## src/rtl/gray_count_pkg.sv

```systemverilog
`default_nettype none
// ============================================================================
// Module   : gray_count_pkg
// Purpose  : Shared types and helpers for the Gray count decoder:
//            - state_t : decoder FSM state encoding
//            - gray_bin_bit() : one bit of a Gray-to-binary decode
// Ports    : none (package)
// Revision : 1.0 - initial release
// ============================================================================
package gray_count_pkg;

    // Widest Gray value the decode helper accepts; callers zero-extend.
    localparam int c_GRAY_MAX_W = 32;

    typedef enum logic [1:0] {
        ST_WARMUP = 2'd0,
        ST_TRACK  = 2'd1,
        ST_HOLD   = 2'd2
    } state_t;

    // Binary bit idx is the XOR of every Gray bit at or above idx. With the
    // operand zero-extended, that is the reduction XOR of gray shifted down.
    function automatic logic gray_bin_bit(input logic [c_GRAY_MAX_W-1:0] gray,
                                          input int unsigned             idx);
        return ^(gray >> idx);
    endfunction

endpackage : gray_count_pkg
`default_nettype wire

```

## src/rtl/gray_count_decoder_gray_sync.sv

```systemverilog
`default_nettype none
// ============================================================================
// Module   : gray_sync
// Purpose  : Multi-flop synchronizer bringing an asynchronous Gray count
//            into the clk domain. Gray coding keeps a multi-bit capture safe:
//            only one bit changes per upstream step.
// Ports    : clk     - destination clock
//            rst_    - asynchronous active-low reset, clears the chain
//            gray_in - Gray count, asynchronous to clk
//            gray_s  - last synchronizer stage
// Revision : 1.0 - initial release
// ============================================================================
module gray_sync #(
    parameter int WIDTH       = 4,
    parameter int SYNC_STAGES = 2
) (
    input  logic             clk,
    input  logic             rst_,
    input  logic [WIDTH-1:0] gray_in,
    output logic [WIDTH-1:0] gray_s
);

    logic [WIDTH-1:0] r_sync [SYNC_STAGES];

    always_ff @(posedge clk or negedge rst_) begin
        if (!rst_) begin
            for (int i = 0; i < SYNC_STAGES; i++) begin
                r_sync[i] <= '0;
            end
        end else begin
            r_sync[0] <= gray_in;
            for (int i = 1; i < SYNC_STAGES; i++) begin
                r_sync[i] <= r_sync[i-1];
            end
        end
    end

    assign gray_s = r_sync[SYNC_STAGES-1];

endmodule : gray_sync
`default_nettype wire

```

## src/rtl/gray_count_decoder.sv

```systemverilog
`default_nettype none
// ============================================================================
// Module   : gray_count_decoder
// Purpose  : Synchronizes an asynchronous Gray count, decodes it to binary
//            and presents count advances as valid/ready beats. Advances that
//            arrive while a beat is stalled are merged (saturating). A running
//            total accumulates every advance regardless of the handshake.
// Ports    : clk       - clock, rising edge
//            rst_      - asynchronous active-low reset
//            gray_in   - Gray count, asynchronous to clk
//            out_ready - consumer accepts the current beat
//            err_clr   - clears the sticky err flag
//            out_valid - out_bin/out_delta hold an unaccepted beat
//            out_bin   - binary value of the latest synchronized count
//            out_delta - saturating count advance since last accepted beat
//            total     - running sum of all advances, modulo 2^TOTAL_W
//            err       - sticky multi-bit Gray transition flag
//            tracking  - high once warm-up has finished
// Config   : GRAY_COUNT_DECODER_ERR_CHECK_EN - builds the multi-bit
//            transition checker; otherwise err is tied low.
// Revision : 1.0 - initial release
// ============================================================================
module gray_count_decoder
    import gray_count_pkg::*;
#(
    parameter int WIDTH       = 4,
    parameter int SYNC_STAGES = 2,
    parameter int TOTAL_W     = 16
) (
    input  logic               clk,
    input  logic               rst_,
    input  logic [WIDTH-1:0]   gray_in,
    input  logic               out_ready,
    input  logic               err_clr,
    output logic               out_valid,
    output logic [WIDTH-1:0]   out_bin,
    output logic [WIDTH-1:0]   out_delta,
    output logic [TOTAL_W-1:0] total,
    output logic               err,
    output logic               tracking
);

    localparam int                 c_CNT_W     = $clog2(SYNC_STAGES + 1);
    localparam logic [c_CNT_W-1:0] c_WARM_LAST = c_CNT_W'(SYNC_STAGES);
    localparam logic [WIDTH-1:0]   c_SAT       = '1;

    state_t                  r_state;
    logic [c_CNT_W-1:0]      r_warm_cnt;
    logic [WIDTH-1:0]        r_bin_prev;
    logic                    r_out_valid;
    logic [WIDTH-1:0]        r_out_bin;
    logic [WIDTH-1:0]        r_out_delta;
    logic [TOTAL_W-1:0]      r_total;
    logic                    r_tracking;

    logic [WIDTH-1:0]        w_gray_s;
    logic [c_GRAY_MAX_W-1:0] w_gray_ext;
    logic [WIDTH-1:0]        w_bin_s;
    logic [WIDTH-1:0]        w_delta;
    logic                    w_delta_nz;
    logic [WIDTH:0]          w_sum;
    logic [WIDTH-1:0]        w_merge;

    gray_sync #(
        .WIDTH       (WIDTH),
        .SYNC_STAGES (SYNC_STAGES)
    ) u_gray_sync (
        .clk     (clk),
        .rst_    (rst_),
        .gray_in (gray_in),
        .gray_s  (w_gray_s)
    );

    always_comb begin
        w_gray_ext               = '0;
        w_gray_ext[WIDTH-1:0]    = w_gray_s;
        w_bin_s                  = '0;
        for (int i = 0; i < WIDTH; i++) begin
            w_bin_s[i] = gray_bin_bit(w_gray_ext, i);
        end
    end

    // Modulo subtraction makes a wrap (max -> 0) read as a forward step.
    assign w_delta    = w_bin_s - r_bin_prev;
    assign w_delta_nz = (w_delta != '0);

    // One extra bit catches the carry so a stalled beat saturates.
    assign w_sum   = {1'b0, r_out_delta} + {1'b0, w_delta};
    assign w_merge = w_sum[WIDTH] ? c_SAT : w_sum[WIDTH-1:0];

    always_ff @(posedge clk or negedge rst_) begin
        if (!rst_) begin
            r_state     <= ST_WARMUP;
            r_warm_cnt  <= '0;
            r_bin_prev  <= '0;
            r_out_valid <= 1'b0;
            r_out_bin   <= '0;
            r_out_delta <= '0;
            r_total     <= '0;
            r_tracking  <= 1'b0;
        end else begin
            // bin_prev always follows bin_s: when no beat is produced the two
            // are already equal, so tracking it unconditionally is exact.
            r_bin_prev <= w_bin_s;

            if (r_state != ST_WARMUP) begin
                r_total <= r_total + TOTAL_W'(w_delta);
            end

            case (r_state)
                ST_WARMUP: begin
                    // Let the sync chain flush stale reset zeros before any
                    // difference is treated as a real count advance.
                    if (r_warm_cnt == c_WARM_LAST) begin
                        r_state    <= ST_TRACK;
                        r_tracking <= 1'b1;
                    end else begin
                        r_warm_cnt <= r_warm_cnt + c_CNT_W'(1);
                    end
                end
                ST_TRACK: begin
                    if (w_delta_nz) begin
                        r_out_bin   <= w_bin_s;
                        r_out_delta <= w_delta;
                        r_out_valid <= 1'b1;
                        r_state     <= ST_HOLD;
                    end
                end
                ST_HOLD: begin
                    if (out_ready) begin
                        if (w_delta_nz) begin
                            // Accepted beat is replaced by a fresh one holding
                            // only this cycle's advance.
                            r_out_bin   <= w_bin_s;
                            r_out_delta <= w_delta;
                        end else begin
                            r_out_valid <= 1'b0;
                            r_state     <= ST_TRACK;
                        end
                    end else if (w_delta_nz) begin
                        r_out_bin   <= w_bin_s;
                        r_out_delta <= w_merge;
                    end
                end
                default: begin
                    r_state <= ST_WARMUP;
                end
            endcase
        end
    end

`ifdef GRAY_COUNT_DECODER_ERR_CHECK_EN
    logic [WIDTH-1:0] w_gray_prev;
    logic [WIDTH-1:0] w_gray_diff;
    logic             w_err_set;
    logic             r_err;

    // Previous gray_s is re-encoded from bin_prev rather than stored again.
    assign w_gray_prev = r_bin_prev ^ (r_bin_prev >> 1);
    assign w_gray_diff = w_gray_s ^ w_gray_prev;
    // x & (x-1) is non-zero exactly when more than one bit of x is set.
    assign w_err_set   = (r_state != ST_WARMUP) &&
                         ((w_gray_diff & (w_gray_diff - WIDTH'(1))) != '0);

    always_ff @(posedge clk or negedge rst_) begin
        if (!rst_) begin
            r_err <= 1'b0;
        end else begin
            r_err <= w_err_set | (r_err & ~err_clr);
        end
    end

    assign err = r_err;
`else
    logic w_unused_err_clr;
    assign w_unused_err_clr = err_clr;
    assign err              = 1'b0;
`endif

    assign out_valid = r_out_valid;
    assign out_bin   = r_out_bin;
    assign out_delta = r_out_delta;
    assign total     = r_total;
    assign tracking  = r_tracking;

endmodule : gray_count_decoder
`default_nettype wire

```

## config.mk

```make
export PLATFORM = sky130hd
export DESIGN_NAME = gray_count_decoder
export DESIGN_NICKNAME = d
export VERILOG_FILES = /design/src/rtl/gray_count_pkg.sv /design/src/rtl/gray_count_decoder_gray_sync.sv /design/src/rtl/gray_count_decoder.sv
export SDC_FILE = /design/constraint.sdc
export NUM_CORES = 1
export LEC_CHECK = 0
export ABC_AREA = 1
export CAP_MARGIN = 30
export CORE_MARGIN = 8
export CORE_UTILIZATION = 42
export CTS_BUF_LIST = sky130_fd_sc_hd__clkbuf_4 sky130_fd_sc_hd__clkbuf_8
export CTS_CLUSTER_SIZE = 24
export DETAILED_ROUTE_END_ITERATION = 8
export HOLD_SLACK_MARGIN = 0.05
export PLACE_DENSITY = 0.67
export SLEW_MARGIN = 25
export SYNTH_ARGS = -nofsm -noshare
export SYNTH_HDL_FRONTEND = slang
export SYNTH_SLANG_ARGS = --single-unit
```

## constraint.sdc

```tcl
create_clock -name clk -period 3.2 [get_ports clk]
set_clock_uncertainty 0.2 [all_clocks]
set_input_delay 0.64 -clock clk [delete_from_list [all_inputs] [get_ports clk]]
set_output_delay 0.64 -clock clk [all_outputs]
set_load 0.01 [all_outputs]
```

### Word-level counts from Yosys, hierarchy flattened

Cells that the tools add are included.

* equality and inequality tests: 8
* add/subtract/negate cells: 4
* multiplexer cells: 14
* bitwise operators: 1
* reductions and logical operators: 15

Operators by type and width (count)
* 32-bit XOR reduction: 4
* 16-bit by 4-bit adder with 16-bit output: 1
* 4-bit two-way mux: 4
* 2-bit two-way mux: 4
* 2-bit != test, second input constant: 4
* 4-bit case mux with 2 select lines: 1
* 2-bit AND reduction: 4
* 4-bit AND reduction: 2
* 2-bit case mux with 3 select lines: 1
* 4-bit by 4-bit adder with 5-bit output: 1
* 2-bit equality test, second input constant: 2
* 2-bit nonzero test: 2
* 4-bit nonzero test: 1
* 4-bit subtractor: 1
* 1-bit two-way mux: 3
* 3-bit != test, second input constant: 1
* 2-bit by 1-bit adder with 2-bit output, second input constant: 1
* 2-bit by 1-bit equality test with 1-bit output, second input constant: 1
* 2-bit logical NOT: 1
* 1-bit case mux with 2 select lines: 1
* 2-bit OR reduction: 1
* 1-bit NOT: 1

* bits in registers: 42
* logic and storage cells: 52
* bits of input ports: 8

### Logic depth before layout (Yosys ltp)

Gate-level depths: netlist of the first run.

* depth after elaboration: 7
* mapped depth: 21
* mapped depth without buffers: 21

### Hierarchy

Synthesis of the first run repeated with hierarchy kept, for this count alone.

* cell total of the unflattened synthesis: 260
* area, all modules: 2296.0 sq um

Modules (own cells, without submodules)
* gray_count_decoder: instances 1, cells each 248, area an instance 2065.7 sq um
* gray_sync: instances 1, cells each 12, area an instance 230.2 sq um

### Worst setup path after synthesis of the first run

No wires, ideal clock.

* kind: flip-flop to flip-flop
* start: register u_gray_sync.r_sync (netlist bit u_gray_sync.gray_s[3])
* end: register r_total[11], in the netlist total[11]
* path buffers: 0
* stages on the path, launching flop included: 18
* setup slack: -0.287 ns
* arrival: 3.170 ns
* clock period less this slack: 3.487 ns
* cell sequence: dfrtp_1 -> xor2_2 -> xor2_2 -> xor2_2 -> inv_2 -> ha_1 -> fa_1 -> inv_1 -> ha_1 -> clkinv_1 -> nor3_1 -> nand2_1 -> o211ai_1 -> nand2_1 -> nor2_1 -> nand2_1 -> nand2_1 -> nand2_1

* longest elaborated chain between the ends: 3
* elaborated cells between the ends (all ways): 6

Ends and longest elaborated chain
* start, declared: RTL line gray_count_decoder_gray_sync.sv:23 `logic [WIDTH-1:0] r_sync [SYNC_STAGES];`
* start signal, assigned by index: RTL line gray_count_decoder_gray_sync.sv:33 `r_sync[i] <= r_sync[i-1];`
* 32-bit XOR reduction: RTL line gray_count_pkg.sv:25 `return ^(gray >> idx);`
* via w_bin_s[2]: RTL line gray_count_decoder.sv:58 `logic [WIDTH-1:0] w_bin_s;`
* 4-bit subtractor: RTL line gray_count_decoder.sv:84 `assign w_delta = w_bin_s - r_bin_prev;`
* 16-bit by 4-bit adder with 16-bit output: RTL line gray_count_decoder.sv:107 `r_total <= r_total + TOTAL_W'(w_delta);`
* end signal, assigned: RTL line gray_count_decoder.sv:107
* end, declared: RTL line gray_count_decoder.sv:53 `logic [TOTAL_W-1:0] r_total;`

The timed path passes the listed nets, and every way through them passes these cells.
A chain may end at the register's enable or synchronous reset.

### Worst setup path after layout of the first run

* start: register u_gray_sync.r_sync (netlist bit u_gray_sync.gray_s[3])
* end: register r_total[7], in the netlist total[7]

Same word-level chain as after synthesis.

==> metrics.txt, run 1 <==
DRT iter0 DRCs=54; Multi-input gate area=1224 µm²; Hold Violations, Final=0; clock root cell=clkbuf_8; Layout area overhead=40.34%; Synth top cells by count=89 x nand2_1, 44 x inv_1, 42 x dfrtp_1; Seq/Total Area, Yosys=45.06%; layout cells sized above 1=23.30%; Psw=1.262 mW; cells after synthesis=281; Slew @ Worst Pin=0.5452 ns; total negative slack=-1.445 ns; vias after detailed routing=1,994; Num CTS Buffers=5; gp weighted congestion=0.7787; Synthesis Warnings=0; CP max FO=3; wire length per cell=12.19 µm; Tot GR Track Use=13.18%; WP data required=3.21 ns; vias in the first global route=2,017; Leak=1.664 nW; clk slew on worst S/H paths=0.09 ns; drt first pass iters=4; post-route ant nets=0; nature of the critical path startpoint=flop; H-tree lvl count=2; Final HPWL DP=3763 µm; Routed WL=5168 µm; area leader, netlist=dfrtp_1; switching share of power=39.58%; core area=5439 µm²; count leader, synth=nand2_1; fin crit share=107.3%; unrepaired setup endpoints after global routing=true; Port Buf Inserts=32; failing checks=negative setup slack; share of the synthesized area in the top cell type=45.06%; maxcap violations=0; ys async rst share=100.0%; r2r startpoint=u_gray_sync.gray_s[3]; Reg power frac=26.4%; row cnt=27; combinational power share=57.0%; ys flop type=dfrtp_1; ant diodes=0; worst slack, placed=-0.1895 ns; largest net degree at the start of global routing=43; Final setup viols=15; global-route wire length before repair=8963 µm; final worst slack=-0.2351 ns; Final #Nets=378; CP Launch Point=u_gray_sync.gray_s[3]; CTS tree=done; hold_buf cts=0; DRC violations left=0; WP data arrival=3.45 ns; # fillers=464; internal power=1.927 mW; initial core utilization=42.88%; GR Overflow Total=0; post-route non-filler standard cell count=424; status=finished with violations; Die Y=90.52 µm; ranking of synthesized cells by area=dfrtp_1 45%, nand2_1 14%, ha_1 8.6%; FF+latch area=1051 µm²; # clock sinks=42; Clk pwr share=16.5%; Die Wd=90.52 µm; end-of-flow core utilization=60.18%; Slew headroom=63.65%; element type at the critical path end=flop; # IOs=35; initial antenna violation count=0; Peak supply drop=0.6050 mV; PD cells=974.3 nW/µm²; worst skew pair latency=0.30 ns; hold crit path type=in -> async; Distinct cells, synth=28; Placed Cells=409; fmax=291.1 MHz; #FFs+latches synth=42; post-synthesis cell area=2332 µm²; Final Critical Period=3.435 ns; Post-synth EDFFs=0; CTS max path bufs=2; Vias/cell=4.703; Die ar.=8194 µm²; Pins Over Slew Limit=0; syn nets=308; syn avg cell area=8.300 µm²; critical path type=reg -> reg
[stage by stage]
step	hold slack (ns)	instance area (µm²)	total power, mW
after floorplan	0.1312	2381	1.775
after global placement	0.1334	2970	2.451
after detailed placement	0.1404	2970	2.498
after CTS	0.1573	3171	3.100
after global routing	0.1587	3273	3.504
final	0.1221	3273	3.189
[area by class of cell]
type	count	share of cell area (%)
Tap cell	72	2.752
Clock inverter	2	1.835
Sequential cell	42	32.11
Clock buffer	6	2.523
Inverter	49	5.658
Multi-Input combinational cell	188	37.39
Timing Repair Buffer	65	17.74
[routing by layer]
| layer | track usage [%] | up-vias | part of all wire (%) | wire length (µm) |
|---|---|---|---|---|
| met1 | 15.24 | 950 | 44 | 2269 |
| met3 | 4.156 | 7 | 4.7 | 244 |
| li1 | - | 1004 | - | - |
| met4 | 4.577 | 0 | 1.3 | 69 |
| met2 | 22.35 | 33 | 50 | 2584 |
| met5 | 0 | - | 0 | 0 |
[worst paths after layout]
check	end	cells past startpoint	slack [ns]
hold reg to reg	u_gray_sync.gray_s[3]	0	0.15
min in group clk	u_gray_sync.gray_s[3]	0	0.15
setup / recovery	total[7]	15	-0.24
hold / removal	r_bin_prev[1]	1	0.12
setup reg to reg	total[7]	15	-0.24
max in group asynchronous	r_warm_cnt[1]	1	2.30
[power by group through the flow]
stage / logic (mW) / clock network [mW] / registers [mW]
after floorplan: 0.902 / 0 / 0.872
after global placement: 1.61 / 0 / 0.842
after detailed placement: 1.65 / 0 / 0.845
after CTS: 1.72 / 0.539 / 0.839
after global routing: 2.08 / 0.559 / 0.868
final: 1.82 / 0.527 / 0.843
[cells by family (layout without fill, tap and decap cells)]
family | after synthesis | after routing | synth area share (%)
xor+xnor | 17 | 17 | 7.350
fa+ha+maj | 19 | 19 | 11.16
other cells | 1 | 1 | 0.1608
simple gates | 132 | 132 | 23.23
buf+inv | 51 | 122 | 8.369
compound gates | 19 | 19 | 4.668
flops | 42 | 42 | 45.06
[layout by cell type, fill, tap and decap left out]
cell,n
o31a_1,1
inv_2,8
o211ai_1,1
a21oi_2,2
clkdlybuf4s50_1,31
o21ai_2,1
nor2_4,2
nand4_1,5
o21ai_0,7
and3_1,1
clkinv_1,1
nand3_2,3
a21oi_1,3
nand3_1,15
a21o_1,1
nor2_2,4
nor3_1,2
nand2_1,84
dfrtp_1,42
nor4_1,1
conb_1,1
bufinv_16,2
clkinv_2,1
xnor2_1,2
xor2_1,10
buf_6,4
o21ai_1,2
nor2_1,8
clkbuf_8,6
ha_4,4
fa_2,3
xor2_2,3
ha_1,12
a31oi_1,1
nand2_2,6
nor3_2,1
xnor2_2,2
buf_4,30
inv_1,39
[registers in the layout (all words and copies together) (netlist names)]
name / cells
u_gray_sync.gray_s: 4
tracking: 1
out_valid: 1
u_gray_sync.r_sync: 4
out_bin: 4
r_bin_prev: 4
r_warm_cnt: 2
r_state: 2
total: 16
out_delta: 4
[repair_timing]
item | 4_1_cts | 5_1_grt
buffers inserted | 3 | 4
gates cloned | 0 | 0
setup endpoints to repair | 17 | 25
pin swaps | 16 | 20
gates resized for setup | 8 | 19
[worst max-delay path, cell delays in order (launching register included)]
cell and delay [ns]:
dfrtp_1 0.42, xor2_2 0.24, xor2_2 0.22, xor2_2 0.20
inv_2 0.07, ha_4 0.17, fa_2 0.37, xnor2_2 0.15
ha_1 0.34, inv_2 0.06, nor3_2 0.14, nand2_1 0.07
o211ai_1 0.13, nand2_1 0.18, nor2_2 0.20, xor2_1 0.20
(Power assumes the default switching activity.)
==> run 2, diff against run 1 <==
--- a/config.mk
+++ b/config.mk
@@ -12,7 +12,6 @@
 export CTS_BUF_LIST = sky130_fd_sc_hd__clkbuf_4 sky130_fd_sc_hd__clkbuf_8
 export CTS_CLUSTER_SIZE = 24
 export DETAILED_ROUTE_END_ITERATION = 8
-export HOLD_SLACK_MARGIN = 0.05
 export PLACE_DENSITY = 0.67
 export SLEW_MARGIN = 25
 export SYNTH_ARGS = -nofsm -noshare
==> constraint.sdc (replaced) <==
create_clock -name clk -period 2.8 [get_ports clk]
set_clock_uncertainty 0.2 [all_clocks]
set_input_delay 0.56 -clock clk [delete_from_list [all_inputs] [get_ports clk]]
set_output_delay 0.56 -clock clk [all_outputs]
set_load 0.01 [all_outputs]
==> run 2 against run 1 <==
Non-clock buffer count rose by 12. The flow still finishes with violations (negative setup slack). Routed wire length rose by 12%. Via count rose by 3.3%. Register-to-register slack got worse by 0.32 ns. Critical path type unchanged. Setup slack got worse by 0.32 ns. Largest power group unchanged. Die area did not move. Critical path depth rose by 2. Final area rose by 5.6%.
==> metrics.txt, run 2 (same netlist as run 1, synthesis figures left out) <==
Die ar.=8194 µm² (unchanged); vias after detailed routing=2,059 (+3.3%); critical path type=reg -> reg; fmax=297.9 MHz (+2.3%); commonest non-fill, non-tap cells in the layout=75 x nand2_1, 42 x dfrtp_1, 39 x inv_1; maxcap violations=0 (unchanged); Layout area overhead=48.23%; worst skew pair latency=0.30 ns (about the same); global-route wire length before repair=9715 µm (+8.4%); fin crit share=119.9% (+13 points); H-tree lvl count=2 (unchanged); layout cells sized above 1=29.95% (+6.6 points); hold crit path type=reg -> reg; GR Overflow Total=0 (unchanged); switching share of power=41.84% (+2.3 points); element type at the critical path end=flop; worst path cell trace=xor2_2 -> xor2_2 -> xor2_2 -> inv_2 -> ha_4 -> fa_2 -> xnor2_2 -> ha_4 -> inv_4 -> nor3_2 -> nand2_1 -> o211ai_1 -> nand2_2 -> nor2_4 -> nand2_1 -> nand2_1 -> nand2_1; wire length per cell=13.29 µm (+9.1%); WP data required=2.80 ns (-0.41 ns); initial antenna violation count=0 (unchanged); Pins Over Slew Limit=0 (unchanged); status=finished with violations; CTS tree=done; PD cells=1135 nW/µm² (+17%); final hold slack=0.1561 ns (+0.03401 ns); Placed Cells=414 (+1.2%); end-of-flow core utilization=63.56% (+3.4 points); WP data arrival=3.36 ns (-0.09 ns); Reg power frac=25.1% (-1.3 points); Vias/cell=4.722 (+0.42%); slowest CP cell=fa_2; internal power=2.282 mW (+18%); Final Critical Period=3.357 ns (-0.07802 ns); Final HPWL DP=3895 µm (+3.5%); # IOs=35 (unchanged); Num CTS Buffers=5 (unchanged); combinational power share=62.3% (+5.3 points); row cnt=27 (unchanged); post-route ant nets=0 (unchanged); Pwr Total=3.925 mW (+23%); Tot GR Track Use=14.24% (+1.1 points); fin area=3457 µm² (+5.6%); unrepaired setup endpoints after global routing=true; post-route non-filler standard cell count=436 (+2.8%); largest net degree at the start of global routing=22 (-49%); total negative slack=-9.494 ns (-8.049 ns); max reg flops=16 (unchanged); vias in the first global route=2,160 (+7.1%); worst slack, placed=-0.5748 ns (-0.3853 ns); Hold Violations, Final=0 (unchanged); CP top delay family=adder cells; ant diodes=0 (unchanged); nature of the critical path startpoint=flop; crit path buf inv count=2 (unchanged); Clk pwr share=12.6% (-3.9 points); CP max FO=3 (unchanged); gp weighted congestion=0.8422 (+8.2%); core area=5439 µm² (unchanged); Leak=1.737 nW (+4.4%); DRC violations left=0 (unchanged); Final #Nets=390 (+3.2%); Peak supply drop=0.6016 mV (-0.56%); Final setup viols=25 (+10); Die Wd=90.52 µm (unchanged); commonest non-fill, non-tap cell in the layout=nand2_1; clk slew on worst S/H paths=0.09 ns (about the same); DRT iter0 DRCs=53 (-1.9%); Die Y=90.52 µm (unchanged); clock root cell=clkbuf_8; Port Buf Inserts=32 (unchanged); final worst slack=-0.5571 ns (-0.3220 ns); Psw=1.642 mW (+30%); initial core utilization=42.88% (unchanged); # clock sinks=42 (unchanged); slowest stage delay, CP=0.41 ns (about the same); Routed WL=5796 µm (+12%); Critical Path Most Common Cell=nand2_1; failing checks=negative setup slack; drt first pass iters=4 (unchanged); Area after DPL=3008 µm² (+1.3%); CTS max path bufs=2 (unchanged)
## run 2: area by class of cell
type | count | area [µm²]
multi-input cells | 188 | 1331
flip-flops and latches | 42 | 1051
well taps | 72 | 90.09
clock buffers | 6 | 76.32
inverters | 49 | 188.9
repair buffers | 77 | 681.9
fillers | 432 | 1982
clock inverters | 2 | 37.54
## run 2: final timing paths
path | start | to | slack (ns) | depth (start not counted)
max in group asynchronous | rst_ | out_delta[0] | 1.57 | 3
hold / removal | u_gray_sync.r_sync[4] | u_gray_sync.gray_s[0] | 0.16 | 0
setup reg to reg | u_gray_sync.gray_s[2] | total[11] | -0.56 | 17
setup / recovery | u_gray_sync.gray_s[2] | total[11] | -0.56 | 17
hold reg to reg | u_gray_sync.r_sync[4] | u_gray_sync.gray_s[0] | 0.16 | 0
min in group asynchronous | rst_ | u_gray_sync.r_sync[7] | 0.37 | 2
## run 2: timing repair
item / in CTS / in global routing
hold buffers: 1 / 0
resized for setup: 39 / 21
endpoints found under the setup margin: 26 / 26
hold endpoints to repair: 1 / 0
pin swaps: 34 / 24
buffers inserted: 8 / 7
## run 2: layer usage
metal  global-route usage, %  routed length (µm)  vias up
met5                       0                   0        -
met4                   7.212                 162        0
met3                   3.741                 190       16
met2                   24.30                2970       32
met1                   15.94                2472      984
li1                        -                   -     1027
## run 2: worst reg2reg max path: stages (launching register included)
cell	delay [ns]
dfrtp_1	0.40
xor2_2	0.23
xor2_2	0.22
xor2_2	0.19
inv_2	0.07
ha_4	0.16
fa_2	0.41
xnor2_2	0.18
ha_4	0.31
inv_4	0.04
nor3_2	0.14
nand2_1	0.08
o211ai_1	0.16
nand2_2	0.16
nor2_4	0.15
nand2_1	0.06
nand2_1	0.05
nand2_1	0.05
## run 2: power groups by stage
stage	Clock, mW	Sequential (mW)	Combinational [mW]
4_1_cts	0.511	0.965	2.22
6_report	0.496	0.984	2.44
5_1_grt	0.525	1.01	2.72
3_3_place_gp	0	0.963	1.87
3_5_place_dp	0	0.965	1.92
2_1_floorplan	0	0.997	1.04
==> run 3, diff against run 2 <==
--- a/config.mk
+++ b/config.mk
@@ -12,7 +12,7 @@
 export CTS_BUF_LIST = sky130_fd_sc_hd__clkbuf_4 sky130_fd_sc_hd__clkbuf_8
 export CTS_CLUSTER_SIZE = 24
 export DETAILED_ROUTE_END_ITERATION = 8
-export PLACE_DENSITY = 0.67
+export PLACE_DENSITY = 0.65
 export SLEW_MARGIN = 25
 export SYNTH_ARGS = -nofsm -noshare
 export SYNTH_HDL_FRONTEND = slang
==> constraint.sdc (replaced) <==
create_clock -name clk -period 4.3 [get_ports clk]
set_clock_uncertainty 0.2 [all_clocks]
set_input_delay 0.86 -clock clk [delete_from_list [all_inputs] [get_ports clk]]
set_output_delay 0.86 -clock clk [all_outputs]
set_load 0.01 [all_outputs]
==> run 3 against run 2 <==
The flow now finishes without violations. Critical path depth unchanged. Final cell count decreased by 10%. Global-route usage decreased by 2.5 points. Count of clock-buffer cells in the layout decreased by 1. Via count decreased by 12%. Die area unchanged. Non-clock buffer count decreased by 45. Clock power decreased by 36%. Final area decreased by 18%. Maximum frequency decreased by 13%. Critical endpoint unchanged.
==> metrics.txt, run 3 (same netlist as run 1, synthesis figures left out) <==
status=finished, final reports clean; Die Y=90.52 µm (unchanged); postcts setup bufs=0 (-8); # clock sinks=42 (unchanged); Slew headroom=65.16%; nature of the critical path startpoint=flop; drt first pass iters=4 (unchanged); layout cells sized above 1=5.329% (-25 points); R2R depth=17 (unchanged); Area after DPL=2726 µm² (-9.4%); Final Critical Period=3.862 ns (+0.5052 ns); commonest non-fill, non-tap cells in the layout=89 x nand2_1, 44 x inv_1, 42 x dfrtp_1; # IOs=35 (unchanged); Critical Path Stages=17 (unchanged); CTS max path bufs=2 (unchanged); wire length per cell=11.70 µm (-12%); post-route non-filler standard cell count=391 (-10%); GR Overflow Total=0 (unchanged); ant diodes=0 (unchanged); WP data arrival=3.85 ns (+0.49 ns); WP data required=4.29 ns (+1.49 ns); switching share of power=42.15% (+0.31 points); DRC violations left=0 (unchanged); maxcap violations=0 (unchanged); slowest stage delay, CP=0.46 ns (+0.05 ns); clk slew on worst S/H paths=0.09 ns (about the same); global-route wire length before repair=8190 µm (-16%); CTS tree=done; fin crit share=89.82% (-30 points); PD cells=684.2 nW/µm² (-40%); Psw=0.8195 mW (-50%); WHS Path Cells=0 (unchanged); Port Buf Inserts=32 (unchanged); Critical Path Most Common Cell=nand2_1; r2r setup slk=0.44 ns (+0.99 ns); Tot GR Track Use=11.75% (-2.5 points); worst skew pair latency=0.29 ns (about the same); Routed WL=4574 µm (-21%); initial core utilization=42.88% (unchanged); crit path buf inv count=2 (unchanged); Pins Over Slew Limit=0 (unchanged); Vias/cell=4.639 (-1.8%); vias in the first global route=1,848 (-14%); H-tree lvl count=2 (unchanged); core area=5439 µm² (unchanged); element type at the critical path end=flop; DRT iter0 DRCs=35 (-34%); initial antenna violation count=0 (unchanged); commonest non-fill, non-tap cell in the layout=nand2_1; CP top delay family=XOR/XNOR gates; max reg flops=16 (unchanged); row cnt=27 (unchanged); Hold Violations, Final=0 (unchanged); fin area=2841 µm² (-18%); worst path cell trace=xor2_2 -> xor2_2 -> xor2_2 -> inv_2 -> ha_1 -> fa_1 -> xnor2_1 -> ha_1 -> inv_1 -> nor3_1 -> nand2_1 -> o211ai_1 -> nand2_1 -> nor2_1 -> nand2_1 -> nand2_1 -> nand2_1; Peak supply drop=0.5452 mV (-9.4%); gp weighted congestion=0.8119 (-3.6%); Final setup viols=0 (-100%); Die ar.=8194 µm² (unchanged); fmax=258.9 MHz (-13%); Layout area overhead=21.83%; final hold slack=0.1547 ns (-0.001428 ns); Final #Nets=345 (-12%); Leak=1.480 nW (-15%); post-route ant nets=0 (unchanged); Clk pwr share=16.2% (+3.6 points); total negative slack=0 ns (+9.494 ns); hold crit path type=reg -> reg; Die Wd=90.52 µm (unchanged); CP max FO=5 (+2); Reg power frac=31.8% (+6.7 points); largest net degree at the start of global routing=43 (+95%); Slew @ Worst Pin=0.5226 ns; slowest CP cell=dfrtp_1; Final HPWL DP=3529 µm (-9.4%); CTS resizes=0 (-100%); clock root cell=clkbuf_8; hold_buf cts=0 (-1); Num CTS Buffers=5 (unchanged); vias after detailed routing=1,814 (-12%); internal power=1.125 mW (-51%); unrepaired setup endpoints after global routing=false; Placed Cells=383 (-7.5%); critical path type=reg -> reg; combinational power share=52.0% (-10 points)
[run 3: cell count changes in the layout (fill, tap and decap cells not counted), sizes merged]
cell / previous run / this run
buf: 45 / 1
clkbuf: 6 / 5
clkinv: 1 / 3
clkinvlp: 1 / 0
dlygate4sd3: 1 / 0
[run 3: path summary, 6_finish.rpt]
check,from,to
max,u_gray_sync.gray_s[3],total[11]
min,u_gray_sync.r_sync[7],u_gray_sync.gray_s[3]
max reg2reg,u_gray_sync.gray_s[3],total[11]
min reg2reg,u_gray_sync.r_sync[7],u_gray_sync.gray_s[3]
max in group asynchronous,rst_,r_state[0]
min in group asynchronous,rst_,u_gray_sync.r_sync[6]
[run 3: power by group through the flow]
stage	combinational [mW]	clock (mW)	sequential [mW]
floorplan	0.639	0	0.646
global placement	0.999	0	0.626
detailed placement	1.02	0	0.629
CTS	1.03	0.324	0.622
global route	1.17	0.338	0.640
finish	1.01	0.315	0.619
[run 3: worst reg2reg max path: stages, from the launching register on]
cell and delay [ns]:
dfrtp_1 0.46, xor2_2 0.31, xor2_2 0.32, xor2_2 0.19, inv_2 0.06, ha_1 0.20, fa_1 0.38, xnor2_1 0.37
ha_1 0.25, inv_1 0.08, nor3_1 0.17, nand2_1 0.08, o211ai_1 0.14, nand2_1 0.17, nor2_1 0.21, nand2_1 0.07
nand2_1 0.06, nand2_1 0.05
[run 3: layout make-up]
type | instances | area [µm²]
clock buffer | 5 | 68.82
clock inverter | 3 | 43.79
fill | 539 | 2597
inverter | 49 | 183.9
multi-input combinational | 188 | 1086
sequential | 42 | 1051
tap | 72 | 90.09
timing repair buffer | 32 | 317.8
[run 3: metal layers]
layer	vias to the layer above	GRT usage [%]	part of all wire, %	routed length, µm
met5	-	0	0	0
met4	0	2.497	0.74	34
met3	4	3.159	3.7	170
met2	24	19.61	46	2121
met1	848	14.75	49	2248
li1	938	-	-	-
[run 3: through the flow]
step                utilization (%)  setup WS, ns  power (mW)
floorplan                         -        0.8128       1.285
global placement              50.13        0.4881       1.624
detailed placement            50.13        0.4294       1.647
CTS                           52.20        0.4186       1.974
global route                  52.24       0.08001       2.149
finish                        52.24        0.4377       1.944
